<file path="config.mk">
export PLATFORM = sky130hd
export DESIGN_NAME = aip_conv_host
export DESIGN_NICKNAME = d
export VERILOG_FILES = /design/src/rtl/aip_conv_host.sv
export SDC_FILE = /design/constraint.sdc
export NUM_CORES = 1
export LEC_CHECK = 0
export CORE_ASPECT_RATIO = 0.75
export CORE_MARGIN = 4
export CORE_UTILIZATION = 35
export DETAILED_ROUTE_END_ITERATION = 16
export PLACE_DENSITY_LB_ADDON = 0.3
export SYNTH_ARGS = -nofsm -noshare
export SYNTH_HDL_FRONTEND = slang
export SYNTH_SLANG_ARGS = --single-unit
</file>
<file path="constraint.sdc">
create_clock -name clk -period 3.5 [get_ports clk]
set_clock_uncertainty 0.15 [all_clocks]
set_input_delay 0.525 -clock clk [delete_from_list [all_inputs] [get_ports clk]]
set_output_delay 0.525 -clock clk [all_outputs]
set_load 0.05 [all_outputs]
</file>
<file path="src/rtl/aip_conv_host.sv">
// aip_conv_host: host-side initiator that runs one AIP convolution job per request.
// Sequence: config write, X/Y sample bursts, start, wait interrupt, clear, Z readback.
module aip_conv_host #(
  parameter logic [4:0]  CODE_MEMX   = 5'd0,
  parameter logic [4:0]  CODE_MEMY   = 5'd2,
  parameter logic [4:0]  CODE_CREG   = 5'd4,
  parameter logic [4:0]  CODE_MEMZ   = 5'd1,
  parameter logic [4:0]  CODE_STATUS = 5'd30,
  parameter int unsigned MEM_DEPTH   = 64,
  parameter int unsigned TIMEOUT     = 4096
) (
  input  logic        clk,
  input  logic        rst_a,
  input  logic        job_start,
  input  logic [6:0]  size_x,
  input  logic [6:0]  size_y,
  input  logic        in_valid,
  input  logic [7:0]  in_data,
  output logic        in_ready,
  output logic        out_valid,
  output logic [15:0] out_data,
  input  logic        out_ready,
  output logic        busy,
  output logic        done,
  output logic        err,
  output logic        aip_en,
  output logic [31:0] aip_data_in,
  input  logic [31:0] aip_data_out,
  output logic [4:0]  aip_conf,
  output logic        aip_write,
  output logic        aip_read,
  output logic        aip_start,
  input  logic        aip_int
);

  localparam int unsigned TW = $clog2(TIMEOUT + 1);

  typedef enum logic [3:0] {
    S_IDLE,
    S_CFG,
    S_SEL_X,
    S_WR_X,
    S_SEL_Y,
    S_WR_Y,
    S_GO,
    S_WAIT,
    S_CLR,
    S_SEL_Z,
    S_RD_Z,
    S_FIN
  } state_t;

  state_t        state;
  logic [6:0]    sx_q;
  logic [6:0]    sy_q;
  logic [6:0]    len_q;
  logic [6:0]    beat_cnt;
  logic [6:0]    rd_cnt;
  logic [TW-1:0] tmo_cnt;
  logic          rd_pend;
  logic          wr_q;
  logic [31:0]   wdata_q;

  logic          in_fire;
  logic          out_fire;
  logic          rd_issue;
  logic [7:0]    len_sum;
  logic          size_bad;
  logic          unused_hi;

  // Job length and admission check on the raw request sizes
  assign len_sum  = {1'b0, size_x} + {1'b0, size_y};
  assign size_bad = (size_x == 7'd0) || (size_y == 7'd0) ||
                    (len_sum > 8'(MEM_DEPTH + 1));

  // Handshakes; a sample beat must reach the AIP in the cycle it is accepted
  assign in_fire   = in_ready & in_valid;
  assign out_fire  = out_valid & out_ready;
  assign rd_issue  = (state == S_RD_Z) && !rd_pend && (rd_cnt < len_q) &&
                     (!out_valid || out_ready);
  assign aip_read  = rd_issue;
  assign aip_write = wr_q | in_fire;
  assign aip_data_in = in_ready ? {24'b0, in_data} : wdata_q;

  // Only the low half of the read data carries a Z result
  assign unused_hi = ^aip_data_out[31:16];

  // Job sequencer with registered outputs
  always_ff @(posedge clk) begin
    if (rst_a) begin
      state     <= S_IDLE;
      sx_q      <= '0;
      sy_q      <= '0;
      len_q     <= '0;
      beat_cnt  <= '0;
      rd_cnt    <= '0;
      tmo_cnt   <= '0;
      rd_pend   <= 1'b0;
      wr_q      <= 1'b0;
      wdata_q   <= '0;
      in_ready  <= 1'b0;
      out_valid <= 1'b0;
      out_data  <= '0;
      busy      <= 1'b0;
      done      <= 1'b0;
      err       <= 1'b0;
      aip_en    <= 1'b0;
      aip_conf  <= '0;
      aip_start <= 1'b0;
    end else begin
      wr_q      <= 1'b0;
      wdata_q   <= '0;
      aip_start <= 1'b0;
      done      <= 1'b0;
      rd_pend   <= rd_issue;

      // Read data lands one cycle after the strobe; hold it until consumed
      if (rd_pend) begin
        out_data  <= aip_data_out[15:0];
        out_valid <= 1'b1;
      end else if (out_fire) begin
        out_valid <= 1'b0;
      end

      case (state)
        S_IDLE: begin
          if (job_start) begin
            sx_q  <= size_x;
            sy_q  <= size_y;
            len_q <= 7'(len_sum - 8'd1);
            if (size_bad) begin
              state <= S_FIN;
              done  <= 1'b1;
              err   <= 1'b1;
            end else begin
              state    <= S_CFG;
              busy     <= 1'b1;
              aip_en   <= 1'b1;
              err      <= 1'b0;
              aip_conf <= CODE_CREG;
              wr_q     <= 1'b1;
              wdata_q  <= {26'b0, size_y[5:0]};
            end
          end
        end
        S_CFG: begin
          state    <= S_SEL_X;
          aip_conf <= CODE_MEMX;
        end
        S_SEL_X: begin
          state    <= S_WR_X;
          in_ready <= 1'b1;
          beat_cnt <= '0;
        end
        S_WR_X: begin
          if (in_fire) begin
            if (beat_cnt == sx_q - 7'd1) begin
              state    <= S_SEL_Y;
              in_ready <= 1'b0;
              aip_conf <= CODE_MEMY;
              beat_cnt <= '0;
            end else begin
              beat_cnt <= beat_cnt + 7'd1;
            end
          end
        end
        S_SEL_Y: begin
          state    <= S_WR_Y;
          in_ready <= 1'b1;
          beat_cnt <= '0;
        end
        S_WR_Y: begin
          if (in_fire) begin
            if (beat_cnt == sy_q - 7'd1) begin
              state     <= S_GO;
              in_ready  <= 1'b0;
              aip_start <= 1'b1;
              beat_cnt  <= '0;
            end else begin
              beat_cnt <= beat_cnt + 7'd1;
            end
          end
        end
        S_GO: begin
          state   <= S_WAIT;
          tmo_cnt <= '0;
        end
        S_WAIT: begin
          if (aip_int) begin
            state    <= S_CLR;
            aip_conf <= CODE_STATUS;
            wr_q     <= 1'b1;
            wdata_q  <= 32'h1;
          end else if (tmo_cnt == TW'(TIMEOUT - 1)) begin
            state    <= S_FIN;
            done     <= 1'b1;
            err      <= 1'b1;
            busy     <= 1'b0;
            aip_en   <= 1'b0;
            aip_conf <= '0;
          end else if (tmo_cnt != TW'(TIMEOUT)) begin
            tmo_cnt <= tmo_cnt + TW'(1);
          end
        end
        S_CLR: begin
          state    <= S_SEL_Z;
          aip_conf <= CODE_MEMZ;
          rd_cnt   <= '0;
          beat_cnt <= '0;
        end
        S_SEL_Z: begin
          state <= S_RD_Z;
        end
        S_RD_Z: begin
          if (rd_issue) begin
            rd_cnt <= rd_cnt + 7'd1;
          end
          if (out_fire) begin
            if (beat_cnt == len_q - 7'd1) begin
              state    <= S_FIN;
              done     <= 1'b1;
              err      <= 1'b0;
              busy     <= 1'b0;
              aip_en   <= 1'b0;
              aip_conf <= '0;
            end else begin
              beat_cnt <= beat_cnt + 7'd1;
            end
          end
        end
        S_FIN: begin
          state  <= S_IDLE;
          err    <= 1'b0;
          busy   <= 1'b0;
          aip_en <= 1'b0;
        end
        default: begin
          state <= S_IDLE;
        end
      endcase
    end
  end

endmodule

</file>
==> results_dict.tcl <==
set metrics [dict create \
    cts_tree "yes" \
    synth-async-reset-ratio 0 \
    path_cells "clkdlybuf4s50_1 > ha_1 > inv_1 > fa_1 > nand2b_1 > a21oi_1 > a2bb2oi_1 > mux2i_1 > a211o_2 > o21a_1 > nor3_2 > o21bai_1" \
    yosys_warnings 0 \
    seq_area_sq_um 1720 \
    arrival_ns 3.43 \
    setup_viol 0 \
    final_common_cell "dfxtp_1" \
    htree_levels 3 \
    vias_per_cell 5.15 \
    coreArea_sq_um 14600 \
    slew_violations 0 \
    final_cell_mix "dfxtp_1 (86), clkdlybuf4s50_1 (79), nor2_1 (70), nand2_1 (62), a21oi_1 (48)" \
    ys_ff_latch 86 \
    peakVddDrop_uv 369 \
    syn_area_sq_um 5280 \
    period_needed_ns 3.32 \
    routedWlPerCell_um 14.7 \
    ys_seq_area_frac 0.326 \
    cp.required_ns 3.61 \
    synth-main-ff-cell "dfxtp_1" \
    nets 818 \
    leakage_uw 0.00244 \
    path_delay_family "compound AO/OA/AOI/OAI gates" \
    drive_gt1_frac 0.0811 \
    crit_buf_inv 2 \
    endpoint_kind "flop" \
    hold_path.class "reg2reg" \
    fp.dieArea_sq_um 17100 \
    gr-total-overflow 0 \
    rows 38 \
    grt_use_total 0.163 \
    final_util 0.451 \
    nFillCells 1446 \
    avgSynthCellArea_sq_um 8.08 \
    max_slew.worst_pin.slew_ns 1.16 \
    ys_types 66 \
    p_per_area_nw_per_um2 651 \
    whs_path_depth 2 \
    r2r_cells 10 \
    clock_latency_ns 0.34 \
    area_growth_pct 25.1 \
    clkSinkCount 86 \
    vias 4837 \
    grt_first_pass_wirelength_um 22700 \
    routed_wl_um 13800 \
    place_congestion 0.922 \
    placed_area_sq_um 6280 \
    die_x_um 150 \
    grt_pass1_vias 4551 \
    ant_nets 0 \
    startpoint_type "primary input" \
    maxCapViolCount 0 \
    io_buffers 81 \
    hold_slack_ns 0.324 \
    finalPower_uw 4300 \
    fin_area_sq_um 6610 \
    place_hpwl_um 10500 \
    diodes 0 \
    ios 122 \
    grt_max_degree 42 \
    crit_type "in2reg" \
    start_util 0.361 \
    rsz0062_at_grt "false" \
    clkTransAtPathRegs_ns 0.06 \
    cp_max_fo 10 \
    slew_headroom 0.217 \
    hold_start "sx_q[6]" \
    r2r-start "len_q[0]" \
    synth-edff-count 0 \
    crit_slowest_cell "clkdlybuf4s50_1" \
    hold_end "sx_q[6]" \
    r2r_end "aip_en" \
    cts_buffers 9 \
    status "complete, no violations" \
    max_freq_mhz 301 \
    hold_viol 0 \
    syn_inst 654 \
    post-route-period-util 0.948 \
    antenna_found_initial 0 \
    cts_root_buf "clkbuf_16" \
    rrSetupSlack_ns 0.29 \
    post_cts_buffers 0 \
    route.detailed.drc 0 \
    die_y_um 114 \
    slowest_delay_ns 0.50 \
    cts_buffer_depth 2 \
    first_pass_iters 5 \
    drt_iter0_markers 327 \
    multiInputGateArea_sq_um 3220 \
]
[cell families (layout without fill, tap and decap cells)]
kind of cell,Yosys count,count (layout),share of synthesized area
buf+inv,86,149,0.0815
other cells,1,24,0.000710
compound gates,144,144,0.187
simple gates,247,247,0.227
flops,86,86,0.326
fa+ha+maj,23,23,0.0559
xor+xnor,44,44,0.0770
mux,23,23,0.0450
[stage by stage]
| stage | setup WS (ns) | TNS [ns] | cells |
|---|---|---|---|
| floorplan | 0.190 | 0 | 677 |
| global placement | -0.135 | -0.676 | 924 |
| detailed placement | -0.210 | -1.33 | 924 |
| CTS | 0.112 | 0 | 940 |
| global route | 0.0148 | 0 | 940 |
| finish | 0.183 | 0 | 940 |
[metal layers]
metal | wire, um | up-vias | global-route usage
li1 | - | 2405 | -
met1 | 6820 | 2234 | 0.232
met2 | 5640 | 189 | 0.235
met3 | 1250 | 9 | 0.0550
met4 | 113 | 0 | 0.0414
met5 | 0 | - | 0
[synth_stat cells, drive strengths merged (2+ instances only)]
master | n | area, sq um
a221oi | 3 | 26.3
nor4b | 2 | 17.5
o31ai | 2 | 15.0
nand4b | 2 | 17.5
o221ai | 3 | 26.3
o311a | 2 | 20.0
and2 | 15 | 93.8
o21ai | 22 | 110
mux2 | 6 | 67.6
o211a | 2 | 20.0
nand3b | 2 | 15.0
nor4 | 6 | 37.5
a21boi | 2 | 15.0
nand3 | 26 | 130
o21bai | 2 | 15.0
dfxtp | 86 | 1720
o21a | 7 | 52.6
o31a | 2 | 17.5
o211ai | 3 | 22.5
nand4 | 5 | 31.3
nor3 | 16 | 85.1
clkbuf | 27 | 101
o22ai | 2 | 12.5
a211oi | 15 | 113
nand2 | 62 | 233
a21o | 6 | 45.0
and3 | 6 | 37.5
nor3b | 4 | 30.0
nand2b | 6 | 37.5
buf | 29 | 216
o41ai | 2 | 17.5
a31oi | 6 | 43.8
mux2i | 17 | 170
a21oi | 48 | 240
or2 | 6 | 37.5
nor2b | 5 | 31.3
nor2 | 70 | 263
or3 | 10 | 67.6
a2111oi | 3 | 70.1
xor2 | 12 | 105
inv | 30 | 113
a311oi | 4 | 35.0
xnor2 | 31 | 279
ha | 22 | 275
[what timing repair did]
action                     CTS  global route
gates resized for setup      0             1
hold buffers                 0             0
setup endpoints to repair    0             4
[worst max-delay path by stage]
stage	to	slack (ns)	from	cells after the start
floorplan	aip_read	0.19	len_q[1]	7
global placement	aip_conf[1]	-0.13	size_y[0]	12
detailed placement	aip_conf[1]	-0.21	size_x[0]	12
CTS	aip_conf[1]	0.11	size_x[0]	12
global route	aip_conf[3]	0.01	size_x[0]	12
finish	aip_conf[2]	0.18	size_y[0]	12
[tightest hold or removal path, stage by stage, from the launching register on]
cell and delay [ns]:
dfxtp_1 0.32, nand2_1 0.05, a21oi_1 0.05
[sequential cells by signal (all words and copies together) (netlist names)]
name / flops
out_valid: 1
wdata_q: 6
aip_conf: 4
sy_q: 7
aip_en: 1
aip_start: 1
rd_pend: 1
out_data: 16
wr_q: 1
tmo_cnt: 13
beat_cnt: 7
state: 4
sx_q: 7
rd_cnt: 7
len_q: 7
in_ready: 1
done: 1
err: 1
[cell type report]
class | count | share of cell area
Multi-Input combinational cell | 505 | 0.487
Sequential cell | 86 | 0.261
Timing Repair Buffer | 103 | 0.148
Tap cell | 200 | 0.0379
Clock buffer | 10 | 0.0362
Inverter | 30 | 0.0170
Clock inverter | 6 | 0.0129
[where the power goes]
group / internal, uW / switching [uW]
Combinational: 775 / 1150
Clock: 642 / 392
Sequential: 1110 / 236
Total: 2530 / 1780
Note: power is estimated with default switching activity, not from simulation.
==> RTL edit (same flow settings) <==
The 12 states of `state_t` get a one-hot encoding in 12 bits.
--- a/src/rtl/aip_conv_host.sv
+++ b/src/rtl/aip_conv_host.sv
@@ -35,19 +35,19 @@
 
   localparam int unsigned TW = $clog2(TIMEOUT + 1);
 
-  typedef enum logic [3:0] {
-    S_IDLE,
-    S_CFG,
-    S_SEL_X,
-    S_WR_X,
-    S_SEL_Y,
-    S_WR_Y,
-    S_GO,
-    S_WAIT,
-    S_CLR,
-    S_SEL_Z,
-    S_RD_Z,
-    S_FIN
+  typedef enum logic [11:0] {
+    S_IDLE  = 12'b000000000001,
+    S_CFG   = 12'b000000000010,
+    S_SEL_X = 12'b000000000100,
+    S_WR_X  = 12'b000000001000,
+    S_SEL_Y = 12'b000000010000,
+    S_WR_Y  = 12'b000000100000,
+    S_GO    = 12'b000001000000,
+    S_WAIT  = 12'b000010000000,
+    S_CLR   = 12'b000100000000,
+    S_SEL_Z = 12'b001000000000,
+    S_RD_Z  = 12'b010000000000,
+    S_FIN   = 12'b100000000000
   } state_t;
 
   state_t        state;
Function: same outputs for any inputs over 10 cycles, from zero or initial values and one cycle with rst_a high; not proved beyond that.
==> RTL edit against the unedited design <==
Hold slack worse by 0.0097 ns; routed wire length up 12%; maximum frequency up 1.9%; worst setup slack better by 0.062 ns; global-route usage up 0.20 points; final area up 11%; power down 21%; synthesized area up 11%; die area up 10%; sequential cell count up 8; utilization about the same; cell count up 7.0%.
==> RTL edit: results (changes against the unedited design) <==
ratio of cells with drive above 1 in the final layout 0.114 (+0.0332); drt initial violations 536 (+64%); pre-CTS setup slack -0.138 ns (+0.0727 ns); Max VDD drop 260 uV (-29%); vias in the first global route 4715 (+3.6%); routability-driven placement congestion ratio 0.888 (-3.7%); first-pass GRT wire length 24.9 mm (+10%); Largest stage delay, worst path 0.45 ns (-0.05 ns); fmax 0.307 GHz (+1.9%); All-Layer GR Usage 0.165 (+0.00202); top cells by count, synth 94 x dfxtp_1, 67 x nand2_1, 67 x nor2_1, 35 x a21oi_1, 33 x inv_1; P_leak 2.73 nW (+12%); asr flop ratio synth 0 (unchanged); Root Driver clkbuf_16; cell count of the worst hold path 2 (unchanged); drt total wl 15.5 mm (+12%); initial antenna violation count 0 (unchanged); post-DP HPWL 12.1 mm (+15%); R2R Setup Slk 0.58 ns (+0.29 ns); routed vias 5256 (+8.7%); Crit-path slowest cell clkdlybuf4s50_1; Post-Place Cell Area 6960 um2 (+11%); status complete, no violations; dpl cells 990 (+7.1%); register area share after synthesis 0.321 (-0.00461); CTS HTree Levels 3 (unchanged); largest reg by FF count out_data; top cells by area, synth dfxtp_1 32%, ha_1 4.7%, xnor2_1 4.6%, nand2_1 4.3%, nor2_1 4.3%; Hold WS 0.315 ns (-0.00970 ns); clock-pin slew on the worst setup and hold paths 0.06 ns (about the same); nets 874 (+6.8%); clock buffer count from CTS 9 (unchanged); biggest regs out_data (16), tmo_cnt (13), state (12); Crit Path Max Fanout 4 (-6); largest net degree at the start of global routing 53 (+26%); PortBufs 81 (unchanged); WP data arrival 3.35 ns (-0.08 ns); worst reg-to-reg path cell count 7 (-3); synthesized area per cell 8.39 um2 (+3.9%); ant diodes 0 (unchanged); worst skew pair latency 0.35 ns; post-synth cell types 82 (+24%); fin cells 1006 (+7.0%); Rel. slew slack 0.585 (+0.368)
## RTL edit: per-layer routing
layer  wire length (um)  vias to the layer above  track usage
li1                   -                     2649            -
met1               7940                     2433        0.253
met2               6300                      163        0.224
met3               1120                       11       0.0476
met4                167                        0       0.0355
met5                  0                        -            0
## RTL edit: layout make-up
| cell class | count | area (um2) |
|---|---|---|
| fill | 1621 | 8900 |
| multi-input combinational | 537 | 3630 |
| sequential | 94 | 1880 |
| timing repair buffer | 116 | 1080 |
| tap | 210 | 263 |
| clock buffer | 10 | 229 |
| inverter | 33 | 124 |
| clock inverter | 6 | 110 |
## RTL edit: final timing paths
path,from,to
setup / recovery,size_y[0],aip_conf[1]
hold / removal,aip_conf[2],aip_conf[2]
setup reg to reg,state[0],beat_cnt[2]
hold reg to reg,aip_conf[2],aip_conf[2]
## RTL edit: where the power goes
part           total [mW]  switching, mW  internal (mW)  leakage (nW)
sequential           1.22         0.0773           1.14         0.762
clock                1.12          0.424          0.697         0.159
combinational        1.06          0.630          0.435          1.81
total                3.40           1.13           2.27          2.73
## RTL edit: timing repair
action,4_1_cts,5_1_grt
setup endpoints to repair,0,4
endpoints found under the hold margin,0,0
resized for setup,0,2
## RTL edit: cell families (layout without fill, tap and decap cells)
| kind of cell | count (synthesis) | count (layout) | synth area share |
|---|---|---|---|
| multiplexers | 26 | 26 | 0.0459 |
| other | 1 | 24 | 0.000640 |
| flip-flops | 94 | 94 | 0.321 |
| buffers and inverters | 90 | 165 | 0.0761 |
| adder cells (fa/ha/maj) | 23 | 23 | 0.0504 |
| AND/OR/NAND/NOR | 289 | 289 | 0.269 |
| XOR/XNOR | 49 | 49 | 0.0756 |
| AO/OA/AOI/OAI | 126 | 126 | 0.161 |
